`src/rtl/dff_force_ctrl.sv`:
```
// Force controller for a bank of N set/reset flops: grants one of two requesters,
// pulses s or r for HOLD cycles, waits GAP cycles, then checks the read-back q.
module dff_force_ctrl #(
  parameter int N    = 8,
  parameter int HOLD = 3,
  parameter int GAP  = 1
) (
  input  logic         clk,
  input  logic         rst_n,
  input  logic         req0,
  input  logic         req1,
  input  logic         op0,
  input  logic         op1,
  input  logic [N-1:0] mask0,
  input  logic [N-1:0] mask1,
  input  logic [N-1:0] q,
  output logic [N-1:0] s,
  output logic [N-1:0] r,
  output logic         ack0,
  output logic         ack1,
  output logic         err,
  output logic         busy
);

  typedef enum logic [2:0] {IDLE, FORCE, RELEASE, CHECK, DONE} state_t;

  localparam logic [3:0] HOLD_M1 = 4'(HOLD - 1);
  localparam logic [3:0] GAP_M1  = 4'(GAP - 1);

  state_t       state_q, state_d;
  logic [3:0]   cnt_q, cnt_d;
  logic         rr_q, rr_d;
  logic         gnt_q, gnt_d;
  logic         op_q, op_d;
  logic [N-1:0] mask_q, mask_d;
  logic [N-1:0] s_q, s_d, r_q, r_d;
  logic         ack0_q, ack0_d, ack1_q, ack1_d;
  logic         err_q, err_d, busy_q, busy_d;
  logic         sel;

  always_comb begin
    state_d = state_q;
    cnt_d   = cnt_q;
    rr_d    = rr_q;
    gnt_d   = gnt_q;
    op_d    = op_q;
    mask_d  = mask_q;
    err_d   = 1'b0;
    sel     = 1'b0;
    case (state_q)
      IDLE: begin
        if (req0 || req1) begin
          // rr_q names the requester that wins a tie
          sel    = (req0 && req1) ? rr_q : req1;
          gnt_d  = sel;
          rr_d   = ~sel;
          op_d   = sel ? op1 : op0;
          mask_d = sel ? mask1 : mask0;
          if (mask_d == '0) begin
            state_d = DONE;
          end else begin
            state_d = FORCE;
            cnt_d   = HOLD_M1;
          end
        end
      end
      FORCE: begin
        if (cnt_q == 4'd0) begin
          state_d = RELEASE;
          cnt_d   = GAP_M1;
        end else begin
          cnt_d = cnt_q - 4'd1;
        end
      end
      RELEASE: begin
        if (cnt_q == 4'd0) state_d = CHECK;
        else               cnt_d   = cnt_q - 4'd1;
      end
      CHECK: begin
        state_d = DONE;
        err_d   = |((q ^ {N{op_q}}) & mask_q);
      end
      DONE:    state_d = IDLE;
      default: state_d = IDLE;
    endcase
  end

  // Outputs are derived from the next state so they come straight off flops
  always_comb begin
    s_d    = (state_d == FORCE &&  op_d) ? mask_d : '0;
    r_d    = (state_d == FORCE && !op_d) ? mask_d : '0;
    ack0_d = (state_d == DONE) && !gnt_d;
    ack1_d = (state_d == DONE) &&  gnt_d;
    busy_d = (state_d != IDLE);
  end

  always_ff @(posedge clk or negedge rst_n) begin
    if (!rst_n) begin
      state_q <= IDLE;
      cnt_q   <= 4'd0;
      rr_q    <= 1'b0;
      s_q     <= '0;
      r_q     <= '0;
      ack0_q  <= 1'b0;
      ack1_q  <= 1'b0;
      err_q   <= 1'b0;
      busy_q  <= 1'b0;
    end else begin
      state_q <= state_d;
      cnt_q   <= cnt_d;
      rr_q    <= rr_d;
      s_q     <= s_d;
      r_q     <= r_d;
      ack0_q  <= ack0_d;
      ack1_q  <= ack1_d;
      err_q   <= err_d;
      busy_q  <= busy_d;
    end
  end

  // Latched transaction data; only meaningful while busy, so left unreset
  always_ff @(posedge clk) begin
    gnt_q  <= gnt_d;
    op_q   <= op_d;
    mask_q <= mask_d;
  end

  assign s    = s_q;
  assign r    = r_q;
  assign ack0 = ack0_q;
  assign ack1 = ack1_q;
  assign err  = err_q;
  assign busy = busy_q;

endmodule

```
`config.mk`:
```
export PLATFORM = sky130hd
export DESIGN_NAME = dff_force_ctrl
export DESIGN_NICKNAME = d
export VERILOG_FILES = /design/src/rtl/dff_force_ctrl.sv
export SDC_FILE = /design/constraint.sdc
export NUM_CORES = 1
export LEC_CHECK = 0
export BUFFER_PORTS_ARGS = -buffer_cell sky130_fd_sc_hd__buf_4
export CAP_MARGIN = 30
export CORE_ASPECT_RATIO = 1.25
export CORE_MARGIN = 2
export CORE_UTILIZATION = 55
export DETAILED_ROUTE_END_ITERATION = 8
export PLACE_DENSITY = 0.83
export SYNTH_ARGS = -nofsm -noshare
export SYNTH_HDL_FRONTEND = slang
export SYNTH_SLANG_ARGS = --single-unit
```
`constraint.sdc`:
```
create_clock -name clk -period 4.3 [get_ports clk]
set_clock_uncertainty 0.15 [all_clocks]
set_input_delay 0.43 -clock clk [delete_from_list [all_inputs] [get_ports clk]]
set_output_delay 0.43 -clock clk [all_outputs]
set_load 0.005 [all_outputs]
```
# --- Yosys cells after proc, flatten, opt, wreduce, memory -nomap -nowiden ---
# Index checks and enable logic that the tools add are counted.
totals:
  elab_cells: 62
  ff_bits: 38
  mem_bits_ro: 0
  memories: 0
  latchBits: 0
  ram_bits: 0
  out_inout_bits: 20
classes:
  n_mux: 22
  n_bitwise: 3
  eq_ne: 8
  shift: 0
  add_sub_neg: 1
  div: 0
  reduce_logical: 16
  n_lt_le_gt_ge: 0
  n_mul: 0
op_table:
  columns: ["cell", "n"]
  rows:
  - ["$mux 8", 5]
  - ["$mux 4", 4]
  - ["$mux 3", 4]
  - ["$pmux 3 s4", 1]
  - ["$pmux 4 s3", 1]
  - ["$and 8x8->8", 1]
  - ["$logic_not 8->1", 1]
  - ["$reduce_or 8->1", 1]
  - ["$xor 8x8->8", 1]
  - ["$mux 1", 7]
  - ["$eq 3x1->1 const B", 2]
  - ["$eq 3x2->1 const B", 2]
  - ["$ne 2x2->1 const B", 3]
  - ["$reduce_bool 3->1", 2]
  - ["$logic_and 1x1->1", 5]
  - ["$logic_not 4->1", 1]
  - ["$reduce_and 4->1", 1]
  - ["$sub 4x1->4 const B", 1]
  - ["$eq 3x3->1 const B", 1]
  - ["$logic_not 3->1", 1]
  - ["$logic_not 1->1", 2]
  - ["$reduce_and 2->1", 1]
  - ["$logic_or 1x1->1", 1]
  - ["$not 1->1", 1]

# --- Depth between registers and ports, before layout ---
# Gate-level depths: netlist of run 1.
depth:
  depth_word: 10
  mapped_depth: 7
  ltp_nobuf: 7

# --- Least setup slack after synthesis of run 1 ---
# OpenSTA, ideal clock, no wires.
synth_timing:
  path_type: "register -> register"
  from: "reg cnt_q[0]"
  to: "reg cnt_q[3]"
  setup_ns: 0.133
  setup_slack_ns: 2.485
  arrival_ns: 1.533
  path_stages_with_launch: 8
  t_required_ns: 4.017
  path_cell_list: "dfrtp_1 inv_1 ha_1 or3b_1 a211oi_1 a31oi_1 o31ai_1 o21ai_0"
synth_via:
  elab_chain_cells: 3
  word_cells_on_any_way: 7
  cone_classes: "add/sub (1); eq/ne (1); mux (3); reduce/logical (2)"
synth_lines:
  columns: ["item", "line", "text"]
  rows:
  - ["start: declaration", "31", "logic [3:0] cnt_q, cnt_d;"]
  - ["start signal: assignment", "110", "cnt_q <= cnt_d;"]
  - ["$sub 4x1->4 / $logic_not 4->1 (equally long branches)", null, null]
  - ["$mux 4 (tied with other cells)", "76", "if (cnt_q == 4'd0) state_d = CHECK;"]
  - ["$pmux 4 s3 / $reduce_and 4->1 (equally long branches)", null, null]
# Several ways; a longest one is shown, not always the timed one. The select of a mux whose other input is x is not followed.
# A chain may end at the register's enable or synchronous reset.

# --- Worst setup path in the final report of run 1 ---
layout_timing:
  from: "reg cnt_q[1]"
  to: "reg r_q[2] (netlist: r[2])"
layout_via:
  elab_chain_cells: 6
  word_cells_on_any_way: 7
  cone_classes: "eq/ne (1); mux (4); reduce/logical (2)"
layout_lines:
  columns: ["item", "line", "text"]
  rows:
  - ["$logic_not 4->1 *", "68, 76", null]
  - ["$mux 3, on equally long branches", "76, 68", null]
  - ["$pmux 3 s4 *", "50", "case (state_q)"]
  - ["$eq 3x1->1 *", "91", "r_d = (state_d == FORCE && !op_d) ? mask_d : '0;"]
  - ["$logic_and 1x1->1 *", "91", null]
  - ["$mux 8 *", "91", null]
  - ["named net r_d[2]", "36", "logic [N-1:0] s_q, s_d, r_q, r_d;"]
  - ["end signal: assignment", "113", "r_q <= r_d;"]
  - ["end: declaration", "36", null]
# The timed path passes the listed nets; every way through them passes the cells marked *.

==> results_dict.tcl, run 1 <==
set metrics [dict create \
    ioPinCount 50 \
    vias 1490 \
    synth_top_cell_by_area "dfrtp_1" \
    irDropWorstVdd_uv 417 \
    cts.clk_slew.worst_paths_ns 0.07 \
    combPwrFrac_pct 42.4 \
    dieWidth_um 54.9 \
    synth.distinct_cells 46 \
    tightest_slew_ns 0.597 \
    p_int_uw 955 \
    grt_util_met2_pct 47.0 \
    wl_per_cell_um 15.8 \
    cp_max_fo 8 \
    worstPathArrival_ns 2.07 \
    synth-edff-count 0 \
    grt_max_degree 29 \
    yosysWarnings 0 \
    switching_power_uw 570 \
    cts-root-buf "clkbuf_8" \
    p_clk_share_pct 16.5 \
    fmax_mhz 491 \
    setup-tns-final_ns 0 \
    synth_seq_area_share_pct 50.6 \
    hold_slack_ns 0.271 \
    portBuffers 49 \
    row_count 23 \
    synth.top_cell.area_share_pct 39.4 \
    period_share_pct 47.4 \
    drive_gt1_share_pct 30.0 \
    outcome "finished, final reports clean" \
    cap_violations 0 \
    grt_pass1_wl_um 6650 \
    htreeDepth 2 \
    met3_usage_pct 6.64 \
    busiest_layer "met2" \
    drtPass1Iterations 5 \
    netSwitchingFraction_pct 37.4 \
    leakagePower_uw 0.00109 \
    period_needed_ns 2.04 \
    place_inst 251 \
    gp_routability_congestion 0.781 \
    synthArstFlopShare_pct 73.7 \
    ctsLongestPathBuffers 2 \
    worstHoldPathType "in -> reg" \
    nets 254 \
    start_kind "flip-flop" \
    rsz0062_at_grt "false" \
    routed_via_density 5.73 \
    diodes 0 \
    ys.flop_type "dfrtp_1" \
    die-area_um2 3710 \
    dp_hpwl_um 3080 \
    avgSynthCellArea_um2 10.4 \
    slew_headroom_pct 60.2 \
    cts_tree "built" \
    grt_pass1_vias 1527 \
    power.density_nw_per_um2 673 \
    synth_commonest_cells "dfrtp_1, and2_1, nand2_1" \
    grt_usage_pct 25.6 \
    endpoint_kind "flip-flop" \
    instances_no_fill 260 \
    syn-num-nets 203 \
    p_seq_share_pct 41.1 \
    synth.area.top_cells "dfrtp_1, dfxtp_1, and2_1, mux2i_1, nand2_1" \
    design_area_um2 2270 \
    antenna_found_initial 0 \
    ff_latch_area_um2 901 \
    synth_area_um2 1780 \
    postCtsResizedCells 0 \
    core_um2 3140 \
    ys_seq_elements 38 \
    fillerInstances 209 \
    grt-ovfl-total 0 \
    multi_input_area_um2 817 \
    grtUsageMet1_pct 26.6 \
    die_h_um 67.6 \
    worstSetupPathType "reg -> reg" \
    synth_most_common_cell "dfrtp_1" \
    cts_sinks 38 \
    setup_viol 0 \
    hold_viol 0 \
    synth_cells 171 \
    first_iter_violations 42 \
    drv_slew 0 \
    crit_required_ns 4.33 \
    placed_cell_area_um2 2160 \
    insertion_delay_ns 0.29 \
    wl_um 4110 \
    syn_to_final_growth_pct 27.4 \
    start_util_pct 56.7 \
    drc 0 \
    ant_nets 0 \
    cts_buffers 5 \
]
[state kept, by name, indices dropped and copies added (netlist names)]
register and flops:
ack0 1, ack1 1, busy 1, cnt_q 4, err 1, gnt_q 1
mask_q 8, op_q 1, r 8, rr_q 1, s 8, state_q 3
[layer usage]
layer | up-vias | part of all wire (%)
met1 | 706 | 37
met4 | 0 | 1.8
met3 | 9 | 5.3
met2 | 62 | 56
met5 | - | 0
li1 | 713 | -
[path summary, 6_finish.rpt]
check	from	depth (start not counted)	slack [ns]	endpoint
max reg2reg	cnt_q[1]	7	2.26	r[2]
min	req1	2	0.27	rr_q
min reg2reg	mask_q[5]	2	0.37	mask_q[5]
min in group asynchronous	rst_n	2	0.45	cnt_q[0]
max in group asynchronous	rst_n	2	3.27	s[4]
max	cnt_q[1]	7	2.26	r[2]
[final cells by class]
class | count | area share, %
clock buffer | 6 | 3.64
clock inverter | 2 | 0.552
inverter | 8 | 1.32
multi-input combinational | 119 | 36.0
sequential | 38 | 39.7
tap | 37 | 2.04
timing repair buffer | 50 | 16.7
[layout by cell type, fill, tap and decap left out, drive strengths merged, types with 2 or more instances in the layout]
master	n
a211oi	2
a21boi	2
a21oi	8
a222oi	3
a22oi	2
a31oi	2
and2	16
buf	49
clkbuf	6
dfrtp	28
dfxtp	10
ha	2
inv	8
mux2i	9
nand2	17
nand2b	3
nand3	3
nor2	6
nor2b	2
nor3	4
nor3b	3
nor4	4
o21ai	14
o221ai	2
o31ai	2
xor2	3
[power by group through the flow]
stage | Combinational [uW] | Sequential (uW) | Clock, uW
CTS | 653 | 627 | 258
global route | 718 | 645 | 277
finish | 647 | 626 | 252
floorplan | 433 | 585 | 0
global placement | 617 | 622 | 0
detailed placement | 645 | 630 | 0
[logic make-up (layout without fill, tap and decap cells)]
family                     Yosys count  after routing  synth area share (%)
and+or+nand+nor                     61             61                  20.2
AOI/OAI and AO/OA                   44             44                  17.1
DFF                                 38             38                  50.6
buffers and inverters               14             66                  3.45
muxes                                9              9                  5.77
xor gates and xnor gates             3              3                  1.48
adders and majority gates            2              2                  1.41
[per-stage QoR]
| stage | utilization, % | setup slack [ns] | total power [uW] |
|---|---|---|---|
| 2_1_floorplan | - | 2.48 | 1020 |
| 3_3_place_gp | 68.9 | 2.30 | 1240 |
| 4_1_cts | 72.3 | 2.25 | 1540 |
| 3_5_place_dp | 68.9 | 2.22 | 1280 |
| 5_1_grt | 72.3 | 2.06 | 1640 |
| 6_report | 72.3 | 2.26 | 1530 |
[critical path, stage by stage (launching register included)]
cell     delay [ns]
dfrtp_1        0.41
inv_1          0.11
ha_1           0.18
nor3b_1        0.46
nor2_1         0.11
nand2_1        0.14
o22ai_2        0.16
and2_1         0.21
[repair_timing]
| action | 4_1_cts | 5_1_grt |
|---|---|---|
| hold buffers | 1 | 0 |
| endpoints found under the setup margin | 0 | 0 |
| setup buffers | 0 | 0 |
| endpoints found under the hold margin | 28 | 0 |
Power figures use the tool's default switching activity.
==> inputs of run 2 (changes only) <==
ABC_AREA = 1   (was unset)
CORE_UTILIZATION = 47   (was 55)
PLACE_DENSITY = 0.75   (was 0.83)
clock period = 1.7 ns   (was 4.3 ns; I/O delays follow)
==> results_dict.tcl, run 2 <==
set metrics [dict create \
    worstHoldPathType "in -> reg" \
    place_inst 324 \
    cts_buffers 5 \
    drv_slew 0 \
    cts_sinks 38 \
    endpoint_kind "flip-flop" \
    ys.flop_type "dfrtp_1" \
    first_iter_violations 28 \
    synth_area_um2 1840 \
    instances_no_fill 341 \
    start_kind "flip-flop" \
    die-area_um2 4430 \
    grt_pass1_wl_um 6260 \
    period_share_pct 104 \
    htreeDepth 2 \
    worstSetupPathType "reg -> reg" \
    synth_commonest_cells "nand2_1, inv_1, nor2_1" \
    placed_cell_area_um2 2320 \
    routed_via_density 5.01 \
    final_cell_mix "buf_4, nand2_1, inv_1" \
    ant_nets 0 \
    yosysWarnings 0 \
    portBuffers 49 \
    synth.top_cell.area_share_pct 38.1 \
    nets 332 \
    hold_slack_ns 0.0774 \
    setup_viol 17 \
    cp_max_fo 8 \
    final_common_cell "buf_4" \
    dp_slack_ns -0.0495 \
    rsz0062_at_grt "true" \
    syn_to_final_growth_pct 47.3 \
    insertion_delay_ns 0.30 \
    cts-root-buf "clkbuf_8" \
    ctsLongestPathBuffers 2 \
    fmax_mhz 565 \
    reg2reg_slack_ns -0.07 \
    crit_required_ns 1.74 \
    cts_tree "built" \
    irDropWorstVdd_uv 908 \
    period_needed_ns 1.77 \
    hold_viol 0 \
    ff_latch_area_um2 901 \
    synth-edff-count 0 \
    grt-ovfl-total 0 \
    design_area_um2 2710 \
    ys_seq_elements 38 \
    fin_ws_ns -0.0690 \
    die_h_um 73.9 \
    multi_input_area_um2 958 \
    synth_most_common_cell "nand2_1" \
    leakagePower_uw 0.00141 \
    slew_headroom_pct 68.1 \
    core_um2 3750 \
    ioPinCount 50 \
    synth.distinct_cells 27 \
    synth.area.top_cells "dfrtp_1, nand2_1, dfxtp_1, inv_1, nor2_1" \
    grt_usage_pct 19.0 \
    drc 0 \
    outcome "finished with violations" \
    vias 1710 \
    synth_cells 227 \
    dieWidth_um 60.0 \
    tightest_slew_ns 0.477 \
    power.density_nw_per_um2 1810 \
    synthArstFlopShare_pct 73.7 \
    syn-num-nets 259 \
    avgSynthCellArea_um2 8.10 \
    start_util_pct 49.0 \
    diodes 0 \
    row_count 25 \
    wl_um 4220 \
    grt_pass1_vias 1438 \
    cap_violations 0 \
    drive_gt1_share_pct 43.2 \
    cts.clk_slew.worst_paths_ns 0.08 \
    dp_hpwl_um 2880 \
    grt_max_degree 29 \
    violations "setup timing" \
    fillerInstances 276 \
    synth_top_cell_by_area "dfrtp_1" \
    synth_seq_area_share_pct 49.0 \
    worstPathArrival_ns 1.81 \
    wl_per_cell_um 12.4 \
    setup-tns-final_ns -0.884 \
    antenna_found_initial 0 \
    gp_routability_congestion 0.814 \
    drtPass1Iterations 4 \
]
run 2: cell types whose count changed in the layout (fill, tap and decap cells not counted), sizes merged, moves of 5 or more:
cell    previous run  this run
a21oi              8         2
and2              16         0
buf               49        66
inv                8        34
mux2i              9         0
nand2             17        65
nand3              3        15
nand3b             0         7
nand4              0         6
nor2               6        31
or2                0         5
run 2: kinds of logic (layout without fill, tap and decap cells):
| group | after synthesis | in the layout | share of synthesized area [%] |
|---|---|---|---|
| AOI/OAI and AO/OA | 18 | 18 | 5.65 |
| xor gates and xnor gates | 4 | 4 | 1.90 |
| adders and majority gates | 2 | 2 | 1.36 |
| buffers and inverters | 37 | 109 | 8.44 |
| DFF | 38 | 38 | 49.0 |
| and+or+nand+nor | 128 | 130 | 33.7 |
run 2: final timing paths:
check | start | to | cells after the start
hold / removal | q[4] | err | 4
max in group asynchronous | rst_n | s[4] | 2
min in group asynchronous | rst_n | state_q[1] | 2
hold reg to reg | cnt_q[1] | cnt_q[1] | 2
setup / recovery | rr_q | r[7] | 12
setup reg to reg | rr_q | r[7] | 12
run 2: worst max-delay path: stages, from the launching register on:
cell and delay, ns:
dfrtp_1 0.38, inv_2 0.09, nand2_4 0.09, nand2_4 0.10, nand2_1 0.05, nand2_1 0.11
nand2_2 0.08, nor2_4 0.14, nand2_2 0.09, nand2_4 0.12, nand2_8 0.08, nand2_8 0.12
nor2_1 0.05
run 2: metrics by stage:
step	power [uW]	util, %
global placement	3350	61.9
CTS	4320	66.2
detailed placement	3380	61.9
global route	5250	72.2
finish	4900	72.2
floorplan	2690	-
run 2: where the power goes:
part,internal [uW],total (uW),leakage (uW),switching (uW)
Sequential,1250,1450,0.000454,198
Clock,588,919,0.0000683,332
Combinational,1080,2520,0.000886,1450
run 2: final cells by class:
type                    instances  area share [%]
flip-flops and latches         38            33.3
clock buffers                   5            2.54
well taps                      40            1.85
inverters                      34            4.90
multi-input cells             154            35.4
repair buffers                 67            19.5
clock inverters                 3            2.54
run 2: layer usage:
layer  vias to the layer above  part of all wire (%)  track usage, %
li1                        855                     -               -
met1                       790                    39            23.7
met2                        57                    54            30.1
met3                         8                   4.3            3.83
met4                         0                   2.3            11.4
met5                         -                     0               0
run 2: repair_timing:
item,4_1_cts,5_1_grt
endpoints found under the setup margin,21,24
buffers inserted,0,6
hold buffers,1,0
resized for setup,4,50
hold endpoints to repair,28,0
gates cloned,1,1
pin swaps,3,17
==> inputs of run 3 (changes only) <==
SETUP_SLACK_MARGIN = 0.5   (was unset)
clock period = 1.4 ns   (was 1.7 ns; I/O delays follow)
==> results_dict.tcl, run 3 (same netlist as run 2, synthesis figures left out) <==
set metrics [dict create \
    outcome "finished with violations" \
    violations "setup timing" \
    slowest_stage "dfrtp_1" \
    grt_pass1_vias 1975 \
    fmax_mhz 516 \
    final_cell_mix "buf_4, buf_6, nand2_1" \
    worstHoldPathType "in -> reg" \
    drc 0 \
    place_inst 340 \
    cts_sinks 38 \
    crit_chain "inv_2, nand2_4, nand2_4, nand2_1, nand2_1, nand2_2, nor2_4, nand3_1, nand3_2, nand2_1, nand2_1" \
    grt_pass1_wl_um 9000 \
    start_kind "flip-flop" \
    die_h_um 73.9 \
    cap_violations 0 \
    diodes 0 \
    rsz0062_at_grt "true" \
    wl_um 7130 \
    start_util_pct 49.0 \
    insertion_delay_ns 0.31 \
    drtPass1Iterations 4 \
    nets 363 \
    cts.clk_slew.worst_paths_ns 0.08 \
    hold_viol 0 \
    endpoint_kind "flip-flop" \
    cpMostUsedCell "nand2_1" \
    ctsLongestPathBuffers 2 \
    fillerInstances 165 \
    cts-root-buf "clkbuf_8" \
    dieWidth_um 60.0 \
    design_area_um2 3270 \
    row_count 25 \
    routed_via_density 5.51 \
    worstSetupPathType "reg -> reg" \
    hold_slack_ns 0.00927 \
    die-area_um2 4430 \
    fin_ws_ns -0.540 \
    final_common_cell "buf_4" \
    cp_top_family "simple AND/OR/NAND/NOR gates" \
    grt-ovfl-total 0 \
    period_share_pct 139 \
    cts_buffers 5 \
    grt_usage_pct 27.9 \
    drv_slew 0 \
    drive_gt1_share_pct 59.0 \
    path_buf_inv 1 \
    syn_to_final_growth_pct 77.7 \
    grt_max_degree 29 \
    leakagePower_uw 0.00164 \
    cp_max_fo 6 \
    ant_nets 0 \
    crit_required_ns 1.49 \
    ioPinCount 50 \
    finalPower_uw 7520 \
    irDropWorstVdd_uv 1480 \
    power.density_nw_per_um2 2300 \
    instances_no_fill 372 \
    slowest_delay_ns 0.40 \
    htreeDepth 2 \
    tightest_slew_ns 0.354 \
    core_um2 3750 \
    gp_routability_congestion 0.834 \
    wl_per_cell_um 19.2 \
    dp_hpwl_um 3250 \
    period_needed_ns 1.94 \
    vias 2051 \
    first_iter_violations 124 \
    antenna_found_initial 0 \
    portBuffers 49 \
    slew_headroom_pct 76.4 \
    worstPathArrival_ns 2.03 \
    cts_tree "built" \
    placed_cell_area_um2 2490 \
    setup_viol 36 \
]
[run 3: layout make-up]
type | instances | area [um^2] | area share, %
clock buffer | 5 | 68.8 | 2.11
timing repair buffer | 98 | 886 | 27.1
multi-input combinational | 154 | 1170 | 35.8
sequential | 38 | 906 | 27.7
tap | 40 | 50.0 | 1.53
inverter | 34 | 143 | 4.36
clock inverter | 3 | 45.0 | 1.38
[run 3: layer usage]
| metal | GRT usage (%) | part of all wire, % | vias up |
|---|---|---|---|
| li1 | - | - | 920 |
| met1 | 30.8 | 38 | 975 |
| met2 | 48.8 | 52 | 125 |
| met3 | 6.09 | 6.2 | 31 |
| met4 | 15.6 | 4.0 | 0 |
| met5 | 0 | 0 | - |
[run 3: worst register-to-register path, cell delays in order (launching register included)]
cell and delay [ns]:
dfrtp_1 0.40, inv_2 0.10, nand2_4 0.11, nand2_4 0.09, nand2_1 0.05, nand2_1 0.13, nand2_2 0.10, nor2_4 0.16
nand3_1 0.24, nand3_2 0.19, nand2_1 0.07, nand2_1 0.08
[run 3: power breakdown]
part	switching [uW]	leakage, uW	internal [uW]	total (uW)
sequential	355	0.000453	1540	1890
combinational	2500	0.00113	2150	4650
clock	445	0.0000504	530	975
total	3300	0.00164	4220	7520
[run 3: final timing paths]
kind	from	end	slack, ns	cells past startpoint
max in group asynchronous	rst_n	state_q[0]	0.66	2
max reg2reg	rr_q	cnt_q[3]	-0.54	11
max	rr_q	cnt_q[3]	-0.54	11
min	q[4]	err	0.009	4
min in group asynchronous	rst_n	ack1	0.17	2
min reg2reg	mask_q[3]	mask_q[3]	0.35	2
[run 3: stage by stage]
| step | setup WS (ns) | utilization (%) | setup TNS, ns |
|---|---|---|---|
| 2_1_floorplan | -0.138 | - | -2.65 |
| 3_3_place_gp | -0.316 | 66.4 | -6.64 |
| 3_5_place_dp | -0.343 | 66.4 | -7.31 |
| 4_1_cts | -0.266 | 82.0 | -5.62 |
| 5_1_grt | -0.553 | 87.1 | -12.16 |
| 6_report | -0.540 | 87.1 | -11.96 |
[run 3: what timing repair did]
item / in CTS / in global routing
endpoints found under the hold margin: 28 / 0
setup endpoints to repair: 58 / 58
setup buffers: 15 / 6
hold buffers: 1 / 0
resized for setup: 96 / 33
pin swaps: 30 / 13
gates cloned: 2 / 0
